<file path="src/rtl/tx_whitening_bluetooth_ble.sv">
// BLE TX data-whitening stage. Serial PDU+CRC bits from the CRC stage are XORed
// with the x^7+x^4+1 whitening LFSR, seeded from the RF channel index at frame
// start, and forwarded one registered cycle later to the modulator feed.
// Per-frame bit count and a length-overflow flag are reported alongside.
//
// Handshake: valid_in qualifies data_in/crc_flag_in each cycle; a contiguous run
// of valid_in=1 is one frame and the first cycle with valid_in=0 ends it. There
// is no ready: every valid_out bit must be consumed the cycle it is presented.
module tx_whitening_bluetooth_ble #(
  parameter int MAX_BITS = 2064,
  parameter int CNT_W    = 14
) (
  input  logic             clk,
  input  logic             reset,
  input  logic             valid_in,
  input  logic             data_in,
  input  logic             crc_flag_in,
  input  logic             whiten_en,
  input  logic [5:0]       chan_idx,
  output logic             data_out,
  output logic             valid_out,
  output logic             crc_flag_out,
  output logic             frame_done,
  output logic [CNT_W-1:0] bit_count,
  output logic             len_err
);

  typedef enum logic {
    IDLE   = 1'b0,
    WHITEN = 1'b1
  } state_t;

  // One bit wider than the counter so the limit compare cannot wrap.
  localparam logic [CNT_W:0] MaxBitsW = (CNT_W+1)'(MAX_BITS);

  state_t           state_q, state_d;
  logic [6:0]       lfsr_q, lfsr_d;      // bit i holds LFSR position p_i
  logic             wen_q, wen_d;        // whiten_en latched at frame start
  logic             data_out_q, data_out_d;
  logic             valid_out_q, valid_out_d;
  logic             crc_flag_out_q, crc_flag_out_d;
  logic             frame_done_q, frame_done_d;
  logic [CNT_W-1:0] bit_count_q, bit_count_d;
  logic             len_err_q, len_err_d;
  logic [6:0]       seed;

  // One shift of the whitening register; feedback from p6 into p0 and p4.
  function automatic logic [6:0] lfsr_step(input logic [6:0] p);
    logic [6:0] n;
    n[0] = p[6];
    n[1] = p[0];
    n[2] = p[1];
    n[3] = p[2];
    n[4] = p[3] ^ p[6];
    n[5] = p[4];
    n[6] = p[5];
    return n;
  endfunction

  // Seed: p0=1, p1..p6 = chan_idx[5]..chan_idx[0], so chan_idx[0] is the first whitening bit.
  always_comb begin
    seed = {chan_idx[0], chan_idx[1], chan_idx[2], chan_idx[3],
            chan_idx[4], chan_idx[5], 1'b1};
  end

  // Next-state, LFSR, counter and output computation for both frame states.
  always_comb begin
    state_d        = state_q;
    lfsr_d         = lfsr_q;
    wen_d          = wen_q;
    data_out_d     = 1'b0;
    valid_out_d    = 1'b0;
    crc_flag_out_d = 1'b0;
    frame_done_d   = 1'b0;
    bit_count_d    = bit_count_q;
    len_err_d      = len_err_q;
    case (state_q)
      IDLE: begin
        if (valid_in) begin
          data_out_d  = data_in ^ (whiten_en & seed[6]);
          valid_out_d = 1'b1;
          lfsr_d      = lfsr_step(seed);
          wen_d       = whiten_en;
          bit_count_d = CNT_W'(1);
          len_err_d   = 1'b0;
          state_d     = WHITEN;
        end
      end
      WHITEN: begin
        if (valid_in) begin
          data_out_d     = data_in ^ (wen_q & lfsr_q[6]);
          valid_out_d    = 1'b1;
          crc_flag_out_d = crc_flag_in;
          lfsr_d         = lfsr_step(lfsr_q);
          if (bit_count_q != {CNT_W{1'b1}}) begin
            bit_count_d = bit_count_q + CNT_W'(1);
          end
          // This bit would push the count past the legal frame length.
          if ({1'b0, bit_count_q} >= MaxBitsW) begin
            len_err_d = 1'b1;
          end
        end else begin
          frame_done_d = 1'b1;
          state_d      = IDLE;
        end
      end
      default: state_d = IDLE;
    endcase
  end

  // State and registered outputs; async active-low reset clears everything.
  always_ff @(posedge clk or negedge reset) begin
    if (!reset) begin
      state_q        <= IDLE;
      lfsr_q         <= 7'h00;
      wen_q          <= 1'b0;
      data_out_q     <= 1'b0;
      valid_out_q    <= 1'b0;
      crc_flag_out_q <= 1'b0;
      frame_done_q   <= 1'b0;
      bit_count_q    <= '0;
      len_err_q      <= 1'b0;
    end else begin
      state_q        <= state_d;
      lfsr_q         <= lfsr_d;
      wen_q          <= wen_d;
      data_out_q     <= data_out_d;
      valid_out_q    <= valid_out_d;
      crc_flag_out_q <= crc_flag_out_d;
      frame_done_q   <= frame_done_d;
      bit_count_q    <= bit_count_d;
      len_err_q      <= len_err_d;
    end
  end

  assign data_out     = data_out_q;
  assign valid_out    = valid_out_q;
  assign crc_flag_out = crc_flag_out_q;
  assign frame_done   = frame_done_q;
  assign bit_count    = bit_count_q;
  assign len_err      = len_err_q;

endmodule

</file>
<file path="config.mk">
export PLATFORM = sky130hd
export DESIGN_NAME = tx_whitening_bluetooth_ble
export DESIGN_NICKNAME = d
export VERILOG_FILES = /design/src/rtl/tx_whitening_bluetooth_ble.sv
export SDC_FILE = /design/constraint.sdc
export NUM_CORES = 1
export LEC_CHECK = 0
export ABC_AREA = 1
export CAP_MARGIN = 20
export CORE_UTILIZATION = 54
export CTS_CLUSTER_SIZE = 25
export DETAILED_ROUTE_END_ITERATION = 12
export PLACE_DENSITY = 0.84
export SLEW_MARGIN = 5
export SYNTH_ARGS = -nofsm -noshare
export SYNTH_HDL_FRONTEND = slang
export SYNTH_SLANG_ARGS = --single-unit
</file>
<file path="constraint.sdc">
create_clock -name clk -period 4.3 [get_ports clk]
set_clock_uncertainty 0.1 [all_clocks]
set_input_delay 1.29 -clock clk [delete_from_list [all_inputs] [get_ports clk]]
set_output_delay 1.29 -clock clk [all_outputs]
set_load 0.05 [all_outputs]
</file>
== After elaboration in Yosys (flattened, before gate mapping) ==
Index checks and enable logic that the tools add are counted.
W data, S select, Z words.

* Bits in registers: 27
* Bits of input ports: 12
* Output and inout bits: 19
* Logic and storage cells: 45

* $add $sub $neg: 1
* Magnitude comparators: 1
* Equal/unequal tests: 5
* Muxes and demuxes: 19
* Bitwise logic cells: 7
* Reduce and logical (&&, ||, !) cells: 4

{| class="wikitable"
|+ Operators with widths
! kind !! count
|-
| $mux W14 || 3
|-
| $pmux W14 S2 || 1
|-
| $add A14 B1 Y14 const B || 1
|-
| $ge A14 B12 Y1 const B || 1
|-
| $mux W7 || 2
|-
| $ne A14 B14 Y1 const B || 1
|-
| $pmux W7 S2 || 1
|-
| $mux W1 || 10
|-
| $reduce_and A3 Y1 || 2
|-
| $ne A2 B1 Y1 const B || 2
|-
| $ne A2 B2 Y1 const B || 2
|-
| $pmux W1 S2 || 2
|-
| $reduce_and A2 Y1 || 2
|-
| $xor A1 B1 Y1 || 4
|-
| $and A1 B1 Y1 || 2
|-
| $not A1 Y1 || 1
|}

== Logic depth before layout (Yosys ltp) ==
* Depth in word-level cells: 4
* Gate-level depth with buffers: 10
* Mapped depth without buffers: 9

== Worst setup path after synthesis ==
No wires, ideal clock.

* Kind: register -> output
* Start point: register bit_count_q[3], in the netlist bit_count[3]
* End point: output bit_count[3]
* Arrival time: 685 ps
* Data required time: 2910 ps
* Slack: 2225 ps
* Cell stages (with the launch flop): 1
* Buffers on the path: 0
* Path through: dfrtp_1

{| class="wikitable"
|+ RTL lines
! what !! line !! source
|-
| start, declared || 43 || <nowiki>logic [CNT_W-1:0] bit_count_q, bit_count_d;</nowiki>
|-
| start signal, assigned || 131 || <nowiki>bit_count_q <= bit_count_d;</nowiki>
|-
| end, declared || 24 || <nowiki>output logic [CNT_W-1:0] bit_count,</nowiki>
|}

No word-level cell between the ends.

== Worst setup path after layout ==
* Start point: register valid_out_q, in the netlist valid_out
* End point: output valid_out

{| class="wikitable"
|+ RTL lines
! what !! line !! source
|-
| start, declared || 40 || <nowiki>logic valid_out_q, valid_out_d;</nowiki>
|-
| start signal, assigned || 128 || <nowiki>valid_out_q <= valid_out_d;</nowiki>
|-
| end, declared || 21 || <nowiki>output logic valid_out,</nowiki>
|}

No word-level cell between the ends.

==> results.ini <==
[sta]
period_minus_slack_ns=3.316
finalSetupTns_ns=0
clock.fmax_ghz=0.3016
slew_headroom=0.6203
hold_viol_final=0
finalSetupViolations=0
whs_ns=0.4238
timing.final.max_slew_violations=0
worst_slew_pin_slew_ns=0.5677
post-route-period-util=0.7711
rsz0062_at_grt=false
setup_slack_ns=0.9843

[grt]
grt_pass1_vias=1144
grt_first_pass_wirelength_um=4995
gr-total-overflow=0
grt_start_max_net_pins=28
antenna_found_initial=0
groute.usage.overall=0.2356

[cells_and_area]
multi_input_comb_area_sq_um=714.4
fin_nets=236
seqCellArea_sq_um=675.6
fin_area_sq_um=1834
fillerInstances=226
n_antenna_cell=0
utilization=0.7207
fin_cells=251
drive_above_1_share=0.07240
syn_to_final_growth_pct=23.09

[drt]
first_pass_iters=4
post_drt_via_cell_ratio=5.223
ant_nets=0
drt_first_iter_violations=27
avgRoutedWirePerCell_um=12.42
dr_total_vias=1311
remaining_drc_errors=0
drt-total-wl_um=3117

[placed_design]
gp_congestion=0.8119
dp_hpwl_um=2309
placed_cells_incl_taps=247
portBuffers=30
placed_area_sq_um=1807
post-place-ws_ns=1.184

[clock_tree]
ctsResizeCount=0
cts_sinks=27
cts_buffer_depth=2
hold_buffers=0
clk-insertion-delay-late_ns=0.32
tritoncts=yes
clk_pin_slew_ns=0.15
clock-root-buffer=clkbuf_4
htreeDepth=1
cts_inserted_buffers=3
postCtsSetupBuffers=0

[worst_setup_path]
critical-path-slowest-cell=clkdlybuf4s50_1
worstPathMaxFanout=16
path_cells=clkdlybuf4s50_1
end_kind=output pin
cp_num_buf_inv=1
worst_ep_required_time_ns=2.91
timing.reg2reg.setup_slack_ns=2.55
crit_path_max_incr_delay_ns=0.90
critPathTopFamily=buffers and inverters
worstSetupPathType=register to output pin
cp-start-kind=register
cp_data_arrival_time_ns=1.93

[pwr]
power_density_nw_per_um2=266.2
power.leakage_nw=0.8443
finalPower_uw=488.2
ir_drop_mv=0.2118

[synth]
ys_types=26
synth_top_family_by_area=simple AND/OR/NAND/NOR gates
yosys.area_share.simple=0.3157
synth_seq_cells=27
synthesis.nets=204
yosys.area_share.adder=0.01679
synth-compound-area-share=0.09404
ys_seq_area_frac=0.4534
muxShareOfSynthArea=0
synth_xor_area_frac=0.05290
synth.cell_area_sq_um=1490
syn_area_per_cell_sq_um=7.843
syn_inst=190
synth-warning-count=0

[floorplan]
core_area_sq_um=2545
initial_core_util=0.5855
rows=18
dieArea_sq_um=2974
io_pins=31
die_w_um=54.53
die_h_um=54.53

[flow_run]
maxCapViolations=0

[status]
status=finished clean

[min_path]
hold_path.class=register to register

final cells by class:
class / instances / share of cell area
Clock buffer: 3 / 0.01228
Clock inverter: 1 / 0.002729
Inverter: 19 / 0.03888
Multi-Input combinational cell: 140 / 0.3895
Sequential cell: 27 / 0.3683
Tap cell: 30 / 0.02046
Timing Repair Buffer: 31 / 0.1678
final timing paths:
path,startpoint,endpoint,cells past startpoint
worst min-delay path,wen_q,wen_q,2
worst max-delay path,valid_out,valid_out,1
min in group asynchronous,reset,bit_count[4],2
worst max register to register,valid_out,data_out,6
max in group asynchronous,reset,bit_count[5],2
worst min register to register,wen_q,wen_q,2
state kept, by name, indices dropped and copies added (netlist names):
name / cells
bit_count: 14
valid_out: 1
data_out: 1
wen_q: 1
crc_flag_out: 1
frame_done: 1
len_err: 1
lfsr_q: 7
metal layers:
| metal | global-route usage | vias to the layer above | share of wire |
|---|---|---|---|
| li1 | - | 667 | - |
| met1 | 0.3050 | 611 | 0.46 |
| met2 | 0.4146 | 31 | 0.50 |
| met3 | 0.02500 | 2 | 0.037 |
| met4 | 0.06410 | 0 | 0.0048 |
| met5 | 0 | - | 0 |
cell usage after synthesis (all sizes together):
| cell | instances | share of area |
|---|---|---|
| ha | 2 | 0.017 |
| o22a | 1 | 0.0059 |
| nand2 | 59 | 0.17 |
| buf | 3 | 0.017 |
| o211ai | 1 | 0.0050 |
| dfrtp | 27 | 0.45 |
| o21bai | 1 | 0.0050 |
| xor2 | 8 | 0.047 |
| clkbuf | 1 | 0.0025 |
| nand3 | 16 | 0.054 |
| a21oi | 3 | 0.010 |
| nand4 | 5 | 0.021 |
| nor2 | 27 | 0.075 |
| o21ai | 14 | 0.060 |
| o22ai | 1 | 0.0042 |
| a31oi | 1 | 0.0042 |
| xnor2 | 1 | 0.0059 |
| inv | 19 | 0.048 |
cells in the final DEF, fill, tap and decap left out, types with 2 or more instances in the layout:
cell / n
a21oi_1: 3
clkbuf_4: 3
clkdlybuf4s50_1: 30
dfrtp_1: 27
ha_1: 2
inv_1: 18
nand2_1: 56
nand3_1: 16
nand4_1: 5
nor2_1: 25
o21ai_0: 9
o21ai_2: 5
xor2_1: 8
where the power goes:
group,switching [mW],internal (mW)
Sequential,0.0148,0.270
Clock,0.0762,0.0348
Combinational,0.0575,0.0351
Total,0.148,0.340
cell families (layout without fill, tap and decap cells):
| kind of cell | after synthesis | in the layout |
|---|---|---|
| buf+inv | 23 | 54 |
| compound gates | 22 | 22 |
| simple gates | 107 | 107 |
| flops | 27 | 27 |
| fa+ha+maj | 2 | 2 |
| xor+xnor | 9 | 9 |
(Power assumes the default switching activity.)
